==> config.mk <==
export PLATFORM = sky130hd
export DESIGN_NAME = single_unit_network_interface_ejector
export DESIGN_NICKNAME = d
export VERILOG_FILES = /design/src/rtl/single_unit_network_interface_pkg.sv /design/src/rtl/single_unit_network_interface_fifo.sv /design/src/rtl/single_unit_network_interface_ejector.sv
export SDC_FILE = /design/constraint.sdc
export NUM_CORES = 1
export LEC_CHECK = 0
export CORE_ASPECT_RATIO = 0.9
export CORE_UTILIZATION = 53
export CTS_CLUSTER_DIAMETER = 150
export DETAILED_ROUTE_END_ITERATION = 6
export PLACE_DENSITY = 0.77
export SLEW_MARGIN = 40
export SYNTH_ARGS = -nofsm -noshare
export SYNTH_HDL_FRONTEND = slang
export SYNTH_HIERARCHICAL = 1
export SYNTH_SLANG_ARGS = --single-unit
==> constraint.sdc <==
create_clock -name clk_i -period 7.2 [get_ports clk_i]
set_clock_uncertainty 0.2 [all_clocks]
set_input_delay 0.72 -clock clk_i [delete_from_list [all_inputs] [get_ports clk_i]]
set_output_delay 0.72 -clock clk_i [all_outputs]
set_load 0.02 [all_outputs]
==> src/rtl/single_unit_network_interface_pkg.sv <==
// Shared types and header field layout for the single-unit network interface.
package single_unit_network_interface_pkg;

    typedef enum logic [1:0] {
        FT_HEAD     = 2'd0,
        FT_BODY     = 2'd1,
        FT_TAIL     = 2'd2,
        FT_HEADTAIL = 2'd3
    } flit_type_e;

    typedef enum logic [1:0] {
        ST_IDLE    = 2'd0,
        ST_PAYLOAD = 2'd1,
        ST_DROP    = 2'd2
    } state_e;

    // Destination id sits in the lowest bits of a head flit.
    function automatic int unsigned dst_lsb();
        return 0;
    endfunction

    // Source id follows the destination id.
    function automatic int unsigned src_lsb(input int unsigned node_id_size);
        return node_id_size;
    endfunction

    // Payload occupies everything above the two ids.
    function automatic int unsigned payload_lsb(input int unsigned node_id_size);
        return 2 * node_id_size;
    endfunction

endpackage

==> src/rtl/single_unit_network_interface_fifo.sv <==
// Show-ahead FIFO: data_o always reflects the oldest entry while not empty.
module single_unit_network_interface_fifo #(
    parameter int unsigned WIDTH = 66,
    parameter int unsigned DEPTH = 4,
    localparam int unsigned AW    = (DEPTH > 1) ? $clog2(DEPTH) : 1,
    localparam int unsigned CNT_W = $clog2(DEPTH + 1)
) (
    input  logic             clk_i,
    input  logic             rst_ni,
    input  logic             push_i,
    input  logic [WIDTH-1:0] data_i,
    input  logic             pop_i,
    output logic [WIDTH-1:0] data_o,
    output logic             full_o,
    output logic             empty_o,
    output logic [CNT_W-1:0] count_o
);

    logic [WIDTH-1:0] mem [DEPTH];
    logic [AW-1:0]    wr_ptr;
    logic [AW-1:0]    rd_ptr;
    logic             do_push;
    logic             do_pop;

    // A full FIFO rejects a push even when a pop happens in the same cycle.
    assign full_o  = (count_o == CNT_W'(DEPTH));
    assign empty_o = (count_o == '0);
    assign do_push = push_i && !full_o;
    assign do_pop  = pop_i && !empty_o;
    assign data_o  = mem[rd_ptr];

    // Storage write; contents need no reset because reads are gated by count.
    always_ff @(posedge clk_i) begin
        if (do_push) begin
            mem[wr_ptr] <= data_i;
        end
    end

    // Pointers wrap modulo DEPTH; occupancy tracks push/pop balance.
    always_ff @(posedge clk_i or negedge rst_ni) begin
        if (!rst_ni) begin
            wr_ptr  <= '0;
            rd_ptr  <= '0;
            count_o <= '0;
        end else begin
            if (do_push) begin
                wr_ptr <= (wr_ptr == AW'(DEPTH - 1)) ? '0 : wr_ptr + AW'(1);
            end
            if (do_pop) begin
                rd_ptr <= (rd_ptr == AW'(DEPTH - 1)) ? '0 : rd_ptr + AW'(1);
            end
            case ({do_push, do_pop})
                2'b10:   count_o <= count_o + CNT_W'(1);
                2'b01:   count_o <= count_o - CNT_W'(1);
                default: count_o <= count_o;
            endcase
        end
    end

endmodule

==> src/rtl/single_unit_network_interface_ejector.sv <==
// Receive path: buffers router flits, checks headers, streams payload beats to the unit.
module single_unit_network_interface_ejector
    import single_unit_network_interface_pkg::*;
#(
    parameter int unsigned FLIT_SIZE      = 64,
    parameter int unsigned FLIT_TYPE_SIZE = 2,
    parameter int unsigned NODE_ID_SIZE   = 8,
    parameter int unsigned FIFO_DEPTH     = 4,
    parameter int unsigned LOCAL_ID       = 0
) (
    input  logic                      clk_i,
    input  logic                      rst_ni,
    input  logic [FLIT_SIZE-1:0]      flit_i,
    input  logic [FLIT_TYPE_SIZE-1:0] flit_type_i,
    input  logic                      flit_valid_i,
    output logic                      credit_o,
    output logic [FLIT_SIZE-1:0]      m_tdata_o,
    output logic [NODE_ID_SIZE-1:0]   m_tid_o,
    output logic                      m_tlast_o,
    output logic                      m_tvalid_o,
    input  logic                      m_tready_i,
    output logic                      err_dest_o,
    output logic                      err_proto_o,
    output logic                      err_ovf_o
);

    localparam int unsigned CNT_W   = $clog2(FIFO_DEPTH + 1);
    localparam int unsigned ENTRY_W = FLIT_SIZE + FLIT_TYPE_SIZE;
    localparam int unsigned DST_LSB = dst_lsb();
    localparam int unsigned SRC_LSB = src_lsb(NODE_ID_SIZE);
    localparam int unsigned PAY_LSB = payload_lsb(NODE_ID_SIZE);

    logic                      fifo_push;
    logic                      fifo_pop;
    logic                      fifo_full;
    logic                      fifo_empty;
    logic [CNT_W-1:0]          fifo_count;
    logic [ENTRY_W-1:0]        fifo_rdata;

    logic [FLIT_SIZE-1:0]      head_flit;
    flit_type_e                head_type;
    logic [NODE_ID_SIZE-1:0]   head_dst;
    logic [NODE_ID_SIZE-1:0]   head_src;
    logic [FLIT_SIZE-1:0]      head_payload;
    logic                      head_local;
    logic                      ovf_c;

    state_e                    state_q;
    state_e                    state_d;
    logic [NODE_ID_SIZE-1:0]   tid_q;
    logic [NODE_ID_SIZE-1:0]   tid_d;
    logic                      use_src_c;
    logic                      set_dest_c;
    logic                      set_proto_c;

    // Flit and its type travel together through the ingress buffer.
    single_unit_network_interface_fifo #(
        .WIDTH (ENTRY_W),
        .DEPTH (FIFO_DEPTH)
    ) u_fifo (
        .clk_i   (clk_i),
        .rst_ni  (rst_ni),
        .push_i  (fifo_push),
        .data_i  ({flit_type_i, flit_i}),
        .pop_i   (fifo_pop),
        .data_o  (fifo_rdata),
        .full_o  (fifo_full),
        .empty_o (fifo_empty),
        .count_o (fifo_count)
    );

    // Ingress admission and header field decode of the buffer head.
    assign fifo_push    = flit_valid_i && !fifo_full;
    assign ovf_c        = flit_valid_i && (fifo_count == CNT_W'(FIFO_DEPTH));
    assign head_flit    = fifo_rdata[FLIT_SIZE-1:0];
    assign head_type    = flit_type_e'(2'(fifo_rdata[ENTRY_W-1:FLIT_SIZE]));
    assign head_dst     = NODE_ID_SIZE'(head_flit >> DST_LSB);
    assign head_src     = NODE_ID_SIZE'(head_flit >> SRC_LSB);
    assign head_payload = FLIT_SIZE'(head_flit >> PAY_LSB);
    assign head_local   = (head_dst == NODE_ID_SIZE'(LOCAL_ID));

    // Id follows the buffer head for a single-flit message, else the latched source.
    assign m_tid_o = use_src_c ? head_src : tid_q;

    // Next-state, pop and beat presentation.
    always_comb begin
        state_d     = state_q;
        tid_d       = tid_q;
        fifo_pop    = 1'b0;
        m_tvalid_o  = 1'b0;
        m_tlast_o   = 1'b0;
        m_tdata_o   = '0;
        use_src_c   = 1'b0;
        set_dest_c  = 1'b0;
        set_proto_c = 1'b0;
        if (!fifo_empty) begin
            case (state_q)
                ST_IDLE: begin
                    case (head_type)
                        FT_HEAD: begin
                            fifo_pop = 1'b1;
                            if (head_local) begin
                                tid_d   = head_src;
                                state_d = ST_PAYLOAD;
                            end else begin
                                set_dest_c = 1'b1;
                                state_d    = ST_DROP;
                            end
                        end
                        FT_HEADTAIL: begin
                            if (head_local) begin
                                m_tvalid_o = 1'b1;
                                m_tlast_o  = 1'b1;
                                m_tdata_o  = head_payload;
                                use_src_c  = 1'b1;
                                fifo_pop   = m_tready_i;
                            end else begin
                                fifo_pop   = 1'b1;
                                set_dest_c = 1'b1;
                            end
                        end
                        default: begin
                            fifo_pop    = 1'b1;
                            set_proto_c = 1'b1;
                        end
                    endcase
                end
                ST_PAYLOAD: begin
                    case (head_type)
                        FT_BODY, FT_TAIL: begin
                            m_tvalid_o = 1'b1;
                            m_tlast_o  = (head_type == FT_TAIL);
                            m_tdata_o  = head_flit;
                            fifo_pop   = m_tready_i;
                            if (m_tready_i && (head_type == FT_TAIL)) begin
                                state_d = ST_IDLE;
                            end
                        end
                        default: begin
                            fifo_pop    = 1'b1;
                            set_proto_c = 1'b1;
                        end
                    endcase
                end
                ST_DROP: begin
                    fifo_pop = 1'b1;
                    if (head_type == FT_TAIL) begin
                        state_d = ST_IDLE;
                    end
                end
                default: begin
                    state_d = ST_IDLE;
                end
            endcase
        end
    end

    // State, message id, credit pulse and sticky error flags.
    always_ff @(posedge clk_i or negedge rst_ni) begin
        if (!rst_ni) begin
            state_q     <= ST_IDLE;
            tid_q       <= '0;
            credit_o    <= 1'b0;
            err_dest_o  <= 1'b0;
            err_proto_o <= 1'b0;
            err_ovf_o   <= 1'b0;
        end else begin
            state_q     <= state_d;
            tid_q       <= tid_d;
            credit_o    <= fifo_pop;
            err_dest_o  <= err_dest_o | set_dest_c;
            err_proto_o <= err_proto_o | set_proto_c;
            err_ovf_o   <= err_ovf_o | ovf_c;
        end
    end

endmodule

; Word-level counts from Yosys, hierarchy flattened
; Memory sizes are Yosys's and may differ from the RTL's.
; Cells that the tools add are included.
[totals]
mem_count = 1
regBits = 21
word_cells = 88
inputBits = 70
ram_bits = 264
[classes]
n_eq_ne = 14
n_mux = 40
reduce_logical = 16
n_bitwise = 4
addsub = 4
[mem_list]
columns = name, depth, word_bits, read_ports, rd_clocked_by_memory_dff, wr, line
row1 = u_fifo.mem, 4, 66, 1, 0, 1, single_unit_network_interface_fifo.sv:19  ; logic [WIDTH-1:0] mem [DEPTH];
[ops]
columns = operator, n
row1 = $mux 64, 2
row2 = $pmux 64 s2, 1
row3 = $mux 48, 2
row4 = $mux 1, 21
row5 = $mux 2, 7
row6 = $eq 2x2->1 const B, 6
row7 = $logic_not 8->1, 1
row8 = $mux 8, 1
row9 = $eq 2x1->1 const B, 3
row10 = $ne 2x2->1 const B, 3
row11 = $pmux 1 s2, 3
row12 = $pmux 2 s3, 1
row13 = $pmux 3 s2, 1
row14 = $logic_and 1x1->1, 5
row15 = $reduce_and 5->1, 1
row16 = $add 2x1->2 const B, 2
row17 = $logic_not 2->1, 2
row18 = $reduce_and 4->1, 1
row19 = $reduce_or 2->1, 2
row20 = $add 3x1->3 const B, 1
row21 = $eq 3x3->1 const B, 1
row22 = $logic_not 3->1, 1
row23 = $or 1x1->1, 3
row24 = $pmux 1 s3, 1
row25 = 5 further kinds, 6

; Longest topological paths before layout
; An unclocked memory read counts as a cell.
[logic_depth]
word_depth = 9
mapped_depth = 17
ltp_nobuf = 14

; By module
; The synthesis kept the hierarchy.
[modules_own_cells]
columns = mod, area_each_um2, cells_per_inst, n_inst, seq_area_each_um2
row1 = single_unit_network_interface_fifo, 9973.3, 386, 1, 8102.8
row2 = single_unit_network_interface_ejector, 1450.1, 149, 1, 350.3

; Worst setup path after synthesis
; Ideal clock, no wire load.
[synth_path]
path_type = register to output
start = register u_fifo.rd_ptr[0]
end = output port m_tdata_o[10]
slack_ns = 3.500
path_buffers = 5
t_required_ns = 6.280
arrival_time_ns = 2.780
path_stages_with_launch = 11
path_cell_list = dfrtp_1 > clkbuf_2 > buf_6 > buf_6 > mux4_2 > inv_1 > ha_1 > nor4bb_1 > clkbuf_1 > clkbuf_1 > a22o_1
[synth_via]
elab_chain_len = 6
word_cells_on_any_way = 11
classes_between = eq/ne (3) / mux (5) / reduce/logical (2) / memory (1)
[synth_rtl]
columns = element, line
row1 = from (decl), single_unit_network_interface_fifo.sv:21  ; logic [AW-1:0] rd_ptr;
row2 = from (signal assigned), single_unit_network_interface_fifo.sv:50  ; rd_ptr <= (rd_ptr == AW'(DEPTH - 1)) ? '0 : rd_ptr + AW'(1);
row3 = $mem_v2 4x66 (*), n/a
row4 = net fifo_rdata[64], single_unit_network_interface_ejector.sv:38  ; logic [ENTRY_W-1:0] fifo_rdata;
row5 = $eq 2x2->1 or $eq 2x1->1 (tied branches), single_unit_network_interface_ejector.sv:129  ; case (head_type)
row6 = $reduce_or 2->1, single_unit_network_interface_ejector.sv:129
row7 = $mux 64, single_unit_network_interface_ejector.sv:129
row8 = $pmux 64 s2 (*), single_unit_network_interface_ejector.sv:97  ; case (state_q)
row9 = $mux 64 (*), single_unit_network_interface_ejector.sv:96  ; if (!fifo_empty) begin
row10 = to (decl), single_unit_network_interface_ejector.sv:17  ; output logic [FLIT_SIZE-1:0] m_tdata_o,
; Mark *: on every way through the listed nets, which the timed path passes. The rest lies on a longest branch.

; Worst setup path in the final report
[layout_path]
start = register u_fifo.rd_ptr[0]
end = output port m_tdata_o[22]
; Same word-level chain as after synthesis.

==> results.txt <==
register area share after synthesis = 0.7400
vias per inst = 5.815
nature of the critical path endpoint = output port
Syn Nets = 615
DR iter-0 viols = 429
setup TNS = 0 ns
Seq pwr share = 0.453
starting density of the core = 0.5451
Post-Layout Cell Count = 1,008
DR pass1 iterations = 4
Combinational Power Share = 0.282
Post-synth ARST share = 0.07368
Crit Path Max Fanout = 45
gr usage total = 0.2245
CP Launch Type = register
CTS clk-pin slew, worst paths = 0.06 ns
share of layout cells above drive strength 1 = 0.2170
placed wire-length estimate = 15,600 um
switching share of power = 0.2897
WL met1 = 9598 um
Hold Vio Cnt, Final = 0
RSZ-0062 raised after global routing = no
minimum clock period = 5.111 ns
Layout area overhead = 24.41%
most frequent cells in the layout = 264 x edfxtp_1, 146 x clkdlybuf4s50_1, 66 x mux4_2, 48 x a22o_1, 28 x clkbuf_16
Psw = 1479 uW
die width = 156.8 um
DIE HEIGHT = 141.3 um
WL met2 = 12,000 um
CTS Root Cell = clkbuf_16
Post-synth EDFFs = 264
Distinct cells, synth = 44
Syn Area/Cell = 21.35 sq um
DRT Wirelength = 23,920 um
Inst Count DP = 953
Worst Tran Pin Value = 0.6595 ns
internal power = 3626 uW
Routed Antenna Nets = 0
Mapped Cells = 535
fin area = 0.01421 sq mm
WL per Instance = 23.73 um
clock share of power = 0.264
Pwr Density = 359.2 mW/mm^2
CTS HTree Levels = 1
largest net degree at the start of global routing = 46
Crit Path Class = register to output port
fmax = 0.1956 GHz
vias after detailed routing = 5,862
Max Used Layer = met5
RD Place Congestion = 0.7822
Ys Warns = 6
status = finished, final reports clean
worst relative slew slack = 0.5604
Layout Nets = 778
number of gates resized after CTS = 0
clock sinks = 285
TritonCTS clock tree = done
Cell Area, Placed = 0.01333 sq mm
Post-Syn Area = 0.01142 sq mm
Worst VDD drop = 0.2317 mV
P_leak = 0.004762 uW
Max-Cap Viols = 0
metal3 WL = 1849 um
DIE AREA = 0.02215 sq mm
core area = 0.02096 sq mm
num ports = 148
Top FF cell, synth = edfxtp_1
insertion delay to the later sink of the worst-skew pair = 0.54 ns
Final Max Tran Viols = 0
Hold WC Path Type = register to register
vias in the first global route = 6,235
initial antenna violation count = 5
Tot Pwr = 5105 uW
most common cell after layout, fill and taps aside = edfxtp_1
Final setup viols = 0
Buffers on Ports = 147
post-route DRC violation count = 0
CTS buffer count = 28
postcts setup bufs = 0
Clock Tree Buf Depth = 3
Worst EP arrival = 4.19 ns
row count = 50
gr ovfl total = 0
Worst EP required = 6.28 ns
fin crit share = 0.7099
first-pass GRT wire length = 36,470 um
FF+latch count, synth = 285
## kinds of logic (layout without fill, tap and decap cells)
group                      count (synthesis)  in the layout  synth area share
muxes                                     88             88            0.1550
AOI/OAI and AO/OA                         57             57           0.04195
and+or+nand+nor                           48             48           0.02826
xor gates and xnor gates                   4              4          0.003067
DFF                                      285            285            0.7400
buffers and inverters                     43            227           0.02015
other                                      0              3                 0
adders and majority gates                 10             10           0.01161
## Yosys cell counts (2+ instances only)
cell | number | area share
edfxtp_1 | 264 | 0.69
mux4_2 | 66 | 0.13
a22o_1 | 48 | 0.037
dfrtp_1 | 21 | 0.046
and2_1 | 16 | 0.0088
inv_1 | 12 | 0.0039
mux2_2 | 10 | 0.0099
mux2_4 | 10 | 0.013
buf_2 | 9 | 0.0039
ha_1 | 9 | 0.0099
buf_4 | 7 | 0.0046
clkbuf_1 | 7 | 0.0023
nor2_1 | 6 | 0.0020
and3_2 | 4 | 0.0026
buf_6 | 4 | 0.0039
nor3_1 | 4 | 0.0018
buf_1 | 3 | 0.00099
nor2b_1 | 3 | 0.0016
o21ai_0 | 3 | 0.0013
xor2_1 | 3 | 0.0023
nor4_1 | 2 | 0.0011
or4_4 | 2 | 0.0020
## area by class of cell
cell class / instances / area (sq um)
Sequential cell: 285 / 8458
Fill cell: 1367 / 6745
Multi-Input combinational cell: 207 / 2779
Timing Repair Buffer: 164 / 1704
Clock buffer: 43 / 807.0
Tap cell: 286 / 357.8
Clock inverter: 8 / 53.80
Inverter: 12 / 45.04
Antenna cell: 3 / 7.507
## flip-flops by register name, summed over array words and instances (netlist names)
| signal | cells |
|---|---|
| state_q | 2 |
| err_dest_o | 1 |
| credit_o | 1 |
| u_fifo/rd_ptr | 2 |
| err_proto_o | 1 |
| u_fifo/wr_ptr | 2 |
| u_fifo/mem | 264 |
| tid_q | 8 |
| err_ovf_o | 1 |
| u_fifo/count_o | 3 |
## through the flow
stage          setup WS (ns)    util  hold slack (ns)
6_report               2.089  0.6781           0.2697
5_1_grt                1.842  0.6778           0.2952
4_1_cts                2.040  0.6778           0.2736
3_5_place_dp           2.613  0.6362           0.2514
3_3_place_gp           2.477  0.6285           0.2466
2_1_floorplan          3.500       -           0.2244
## worst paths after layout
check                                             startpoint  cells after the start  slack [ns]                            end
worst max register to register  u_fifo/rd_ptr[0]$_DFFE_PN0P_                     15        2.91  u_fifo/count_o[2]$_DFFE_PN0P_
worst min register to register         err_proto_o$_DFF_PN0_                      1        0.27          err_proto_o$_DFF_PN0_
min in group asynchronous                             rst_ni                      2        0.50           tid_q[7]$_DFFE_PN0P_
worst max-delay path            u_fifo/rd_ptr[0]$_DFFE_PN0P_                      8        2.09                  m_tdata_o[22]
worst min-delay path                   err_proto_o$_DFF_PN0_                      1        0.27          err_proto_o$_DFF_PN0_
max in group asynchronous                             rst_ni                      2        5.86   u_fifo/rd_ptr[0]$_DFFE_PN0P_
## critical path, cell delays in order (launching register included)
cell and delay (ns):
dfrtp_4 0.70, buf_12 0.27, mux4_2 0.56, inv_1 0.11, ha_1 0.25, nor4bb_4 0.34, buf_4 0.48, a22o_1 0.30
clkdlybuf4s50_1 0.63
## power groups by stage
stage                     clock, uW  sequential [uW]  combinational [uW]
final                          1350             2310                1440
after global routing           1440             2350                1540
after CTS                      1380             2320                1470
after detailed placement          0             2350                1460
after global placement            0             2380                1320
after floorplan                   0             2290                1010
## layer usage
| metal | up-vias | GRT usage |
|---|---|---|
| li1 | 2562 | - |
| met1 | 3022 | 0.3030 |
| met2 | 231 | 0.3740 |
| met3 | 43 | 0.05376 |
| met4 | 4 | 0.05057 |
| met5 | - | 0 |
## repair_timing
action,in CTS,in global routing
setup endpoints to repair,0,0
hold buffers,1,0
hold endpoints to repair,21,0
Note: power is estimated with default switching activity, not from simulation.
